==> config.mk <==
export PLATFORM = sky130hd
export DESIGN_NAME = challenge_host
export DESIGN_NICKNAME = d
export VERILOG_FILES = /design/src/rtl/challenge_host.sv
export SDC_FILE = /design/constraint.sdc
export NUM_CORES = 1
export LEC_CHECK = 0
export BUFFER_PORTS_ARGS = -buffer_cell sky130_fd_sc_hd__buf_2
export CAP_MARGIN = 20
export CORE_MARGIN = 4
export CORE_UTILIZATION = 40
export DETAILED_ROUTE_END_ITERATION = 8
export PLACE_DENSITY_LB_ADDON = 0.12
export SYNTH_ARGS = -nofsm -noshare
export SYNTH_HDL_FRONTEND = slang
export SYNTH_SLANG_ARGS = --single-unit
==> constraint.sdc <==
create_clock -name clk -period 6.75 [get_ports clk]
set_input_delay 0 -clock clk [delete_from_list [all_inputs] [get_ports clk]]
set_output_delay 0 -clock clk [all_outputs]
set_load 0.1 [all_outputs]
==> src/rtl/challenge_host.sv <==
// Serial initiator for the key-gated flag device: shifts a 32-bit key in, pulses
// a commit slot with chip-select high, then captures a 256-bit response LSB-first.
module challenge_host #(
    parameter int unsigned CLK_DIV = 2
) (
    input  logic           clk,
    input  logic           rst,
    input  logic           start,
    input  logic [31:0]    key,
    output logic           busy,
    output logic           done,
    output logic [255:0]   data,
    output logic           data_valid,
    output logic           dev_clk,
    output logic           dev_cs,
    output logic           dev_i,
    input  logic           dev_o
);

    localparam int unsigned KEY_W  = 32;
    localparam int unsigned DATA_W = 256;
    localparam int unsigned CNT_W  = 8;
    localparam int unsigned SLOT_W = 8;

    localparam logic [CNT_W-1:0]  CNT_LAST  = CNT_W'(CLK_DIV - 1);
    localparam logic [SLOT_W-1:0] KEY_LAST  = SLOT_W'(KEY_W - 1);
    localparam logic [SLOT_W-1:0] READ_LAST = SLOT_W'(DATA_W - 1);

    typedef enum logic [2:0] {
        S_IDLE,
        S_KEY,
        S_COMMIT,
        S_READ,
        S_FINISH
    } state_t;

    state_t              state_q, state_d;
    logic [CNT_W-1:0]    cnt_q, cnt_d;
    logic [SLOT_W-1:0]   slot_q, slot_d;
    logic [KEY_W-1:0]    key_q, key_d;
    logic [DATA_W-1:0]   data_d;
    logic                clk_d, cs_d, busy_d, done_d, valid_d;
    logic                last_cyc, slot_end;

    // Key register shifts in zeros, so its LSB is already 0 for COMMIT and READ.
    assign dev_i    = key_q[0];
    assign last_cyc = (cnt_q == CNT_LAST);
    assign slot_end = dev_clk && last_cyc;

    // State and registered outputs
    always_ff @(posedge clk) begin
        if (rst) begin
            state_q    <= S_IDLE;
            cnt_q      <= '0;
            slot_q     <= '0;
            key_q      <= '0;
            data       <= '0;
            dev_clk    <= 1'b0;
            dev_cs     <= 1'b1;
            busy       <= 1'b0;
            done       <= 1'b0;
            data_valid <= 1'b0;
        end else begin
            state_q    <= state_d;
            cnt_q      <= cnt_d;
            slot_q     <= slot_d;
            key_q      <= key_d;
            data       <= data_d;
            dev_clk    <= clk_d;
            dev_cs     <= cs_d;
            busy       <= busy_d;
            done       <= done_d;
            data_valid <= valid_d;
        end
    end

    // Next state; pin values are computed one cycle ahead so every pin is a flop
    always_comb begin
        state_d = state_q;
        cnt_d   = cnt_q;
        slot_d  = slot_q;
        key_d   = key_q;
        data_d  = data;
        clk_d   = dev_clk;
        cs_d    = dev_cs;
        busy_d  = busy;
        done_d  = 1'b0;
        valid_d = data_valid;

        case (state_q)
            S_IDLE: begin
                if (start) begin
                    state_d = S_KEY;
                    key_d   = key;
                    data_d  = '0;
                    valid_d = 1'b0;
                    busy_d  = 1'b1;
                    cs_d    = 1'b0;
                    clk_d   = 1'b0;
                    cnt_d   = '0;
                    slot_d  = '0;
                end
            end

            S_KEY, S_COMMIT, S_READ: begin
                if (last_cyc) begin
                    cnt_d = '0;
                    clk_d = ~dev_clk;
                end else begin
                    cnt_d = cnt_q + CNT_W'(1);
                end

                // Sample on the last low-phase cycle, before the edge that advances dev_o
                if (state_q == S_READ && !dev_clk && last_cyc) begin
                    data_d = {dev_o, data[DATA_W-1:1]};
                end

                if (slot_end) begin
                    slot_d = slot_q + SLOT_W'(1);
                    case (state_q)
                        S_KEY: begin
                            key_d = {1'b0, key_q[KEY_W-1:1]};
                            if (slot_q == KEY_LAST) begin
                                state_d = S_COMMIT;
                                cs_d    = 1'b1;
                                slot_d  = '0;
                            end
                        end
                        S_COMMIT: begin
                            state_d = S_READ;
                            cs_d    = 1'b0;
                            slot_d  = '0;
                        end
                        default: begin
                            if (slot_q == READ_LAST) begin
                                state_d = S_FINISH;
                                cs_d    = 1'b1;
                                busy_d  = 1'b0;
                                done_d  = 1'b1;
                                valid_d = 1'b1;
                                slot_d  = '0;
                            end
                        end
                    endcase
                end
            end

            S_FINISH: state_d = S_IDLE;

            default: state_d = S_IDLE;
        endcase
    end

endmodule

==> flow_metrics.tcl <==
set metrics [dict create \
    htree_levels 2 \
    rows 62 \
    cts.sinks 312 \
    dpl_cell_area_mm2 0.0133 \
    coreArea_mm2 0.0289 \
    synth_area_per_cell_um2 8.25 \
    cts-root-buf "clkbuf_16" \
    place_congestion 0.766 \
    yosysWarnings 0 \
    diodes 0 \
    ios 298 \
    maxCapViolations 0 \
    p_total_uw 4070 \
    p_leak_uw 0.00593 \
    wl_per_cell_um 15.3 \
    final_area_mm2 0.0148 \
    p_seq_share_pct 46.1 \
    hp-class "input pin to register" \
    cp_slowest_stage_delay_ps 880 \
    clk_latency_ps 500 \
    powerDensity_mw_per_mm2 275 \
    drv_slew 0 \
    critPathRequiredTime_ps 7170 \
    fin_crit_sh_pct 57.6 \
    fmax_mhz 257 \
    cp_max_fo 100 \
    drive_gt1_share_pct 21.5 \
    track_usage_pct 18.7 \
    dp_cells 1986 \
    switchingPower_uw 957 \
    cts_tree "done" \
    critical_path_class "register to register" \
    clockPowerShare_pct 47.0 \
    power_frac_comb_pct 7.0 \
    violations "negative hold slack" \
    syn_nets 1471 \
    die_y_um 180 \
    synth_seq_area_share_pct 52.9 \
    ant_nets 0 \
    tns_ps 0 \
    fin_crit_ps 3890 \
    num_vias 10800 \
    finalHoldViolCount 1 \
    syn-instance-count 1432 \
    drtIter0Drc 890 \
    grt_start_max_net_pins 257 \
    die_area_mm2 0.0324 \
    dr.pass1.iters 4 \
    synth_ff_type "dfxtp_1" \
    path_common_cell "buf_4" \
    setup_violations 0 \
    peakVddDrop_v 0.000190 \
    worstMarginPinSlew_ps 1500 \
    grt_pass1_wl_um 52800 \
    finalWirelength_um 31900 \
    clkSlewWorstSetupHoldPaths_ps 60 \
    initial_utilization_pct 40.8 \
    status "finished, violations left" \
    dieWidth_um 180 \
    synth_edf_count 0 \
    grt_pass1_vias 9850 \
    rsz0062_at_grt "false" \
    post_cts_buffers 0 \
    clockBufferDepth 3 \
    swShare_pct 23.5 \
    setup.worst_path.start_class "register" \
    io_buffers 297 \
    arrival_ps 4300 \
    drt-vias-per-instance 5.20 \
    power.internal_uw 3120 \
    crit_chain "inv_1 -> ha_1 -> or4b_1 -> or4_4 -> a21o_4 -> buf_4 -> buf_4 -> nand2_1 -> a21oi_1" \
    synth-seq-cells 312 \
    overflow 0 \
    async_flop_share_pct 0 \
    relSlewSlack_pct 0.267 \
    layout.cells.non_filler 2080 \
    drc 0 \
    timing.hold.ws_ps -29.6 \
    hpwl_um 18500 \
    critPathCaptureType "register" \
    cts_buffers 35 \
    area_delta_synth_final_pct 25.3 \
    crit_slowest_cell "buf_4" \
    fin_skew_ps 14.1 \
    final_nets 1711 \
    antenna_found_initial 1 \
    synth_cell_types 42 \
    syn_area_mm2 0.0118 \
]
==> cell usage after synthesis, types with 2 or more instances <==
cell type | count | area, µm²
dfxtp_1 | 312 | 6250
nand2_1 | 264 | 991
nand3_1 | 263 | 1320
a21oi_1 | 262 | 1310
clkbuf_1 | 101 | 379
nor2_1 | 51 | 191
a211oi_1 | 37 | 278
mux2i_1 | 31 | 310
buf_4 | 27 | 203
o21ai_0 | 7 | 35.0
inv_1 | 6 | 22.5
buf_2 | 5 | 25.0
o22ai_1 | 5 | 31.3
xor2_1 | 5 | 43.8
a22o_1 | 4 | 35.0
and3_1 | 4 | 25.0
nand4_1 | 4 | 25.0
nor3_1 | 4 | 20.0
or3_1 | 4 | 25.0
ha_1 | 3 | 37.5
nand2b_1 | 3 | 18.8
nor2b_1 | 3 | 18.8
nor4_1 | 3 | 18.8
or4_1 | 3 | 22.5
a21o_1 | 2 | 15.0
nor4b_1 | 2 | 17.5
xnor2_1 | 2 | 17.5
==> state kept, by name (all words and copies together), names as in the netlist <==
| name | cells |
|---|---|
| key_q | 32 |
| dev_clk | 1 |
| data_valid | 1 |
| done | 1 |
| dev_cs | 1 |
| slot_q | 8 |
| data | 256 |
| busy | 1 |
| state_q | 3 |
| cnt_q | 8 |
==> worst max-delay path, delay by kind of cell (launching register included) <==
kind	cells	cell delay [ps]
AOI/OAI and AO/OA	2	830
adders and majority gates	1	180
buffers and inverters	3	1720
DFF	1	370
and+or+nand+nor	3	560
==> final timing paths <==
kind / slack (ps) / depth (start not counted) / end / startpoint
setup / recovery: 2860 / 9 / data[1]$_SDFFE_PP0P_ / cnt_q[1]$_SDFFE_PP0P_
setup reg to reg: 2860 / 9 / data[1]$_SDFFE_PP0P_ / cnt_q[1]$_SDFFE_PP0P_
hold / removal: -30 / 2 / dev_clk$_SDFFE_PP0P_ / rst
hold reg to reg: 450 / 2 / data[0]$_SDFFE_PP0P_ / data[0]$_SDFFE_PP0P_
==> stage by stage <==
step	worst slack [ps]	utilization, %
5_1_grt	2520	51.2
6_report	2860	51.2
4_1_cts	2870	51.2
3_3_place_gp	2950	46.0
2_1_floorplan	4320	-
3_5_place_dp	2910	46.0
==> power groups by stage <==
stage               registers (µW)  logic [µW]  clock network [µW]
global placement              1920         271                   0
global route                  1880         312                2040
CTS                           1880         285                1970
detailed placement            1920         269                   0
finish                        1880         283                1910
floorplan                     1930         207                   0
==> cells by family after synthesis <==
group / share of synthesized area, %
buffers and inverters: 5.36
multiplexers: 2.72
flip-flops: 52.9
AO/OA/AOI/OAI: 14.9
adder cells (fa/ha/maj): 0.318
XOR/XNOR: 0.519
AND/OR/NAND/NOR: 23.4
==> per-layer routing <==
metal / routed length [µm] / GRT usage (%) / vias up / share of wire [%]
met5: 7 / 0 / - / 0.022
met4: 981 / 6.00 / 2 / 3.1
met3: 2420 / 5.40 / 61 / 7.6
met2: 14100 / 28.0 / 301 / 44
met1: 14400 / 26.2 / 5015 / 45
li1: - / - / 5427 / -
==> cell type report <==
type	instances	area, µm²
inverters	6	22.5
multi-input cells	980	4970
flip-flops and latches	312	6250
clock buffers	55	1090
clock inverters	6	80.1
fillers	2740	14100
well taps	384	480
repair buffers	337	1920
==> cell usage in the layout (no fill, tap or decap), types with 5 or more instances in the layout <==
cell type and instances:
a211oi_1 37, clkbuf_16 37, o21ai_0 7, a21oi_1 262, inv_1 6, buf_2 296, nand3_1 263, clkbuf_8 10
o22ai_1 5, dfxtp_1 312, mux2i_1 31, dlygate4sd3_1 33, nor2_1 50, clkbuf_1 8, nand2_1 264, xor2_1 5
==> timing repair <==
action                                 4_1_cts  5_1_grt
endpoints found under the hold margin       33        0
resized for setup                            0        0
hold buffers                                33        0
(Power assumes the default switching activity.)
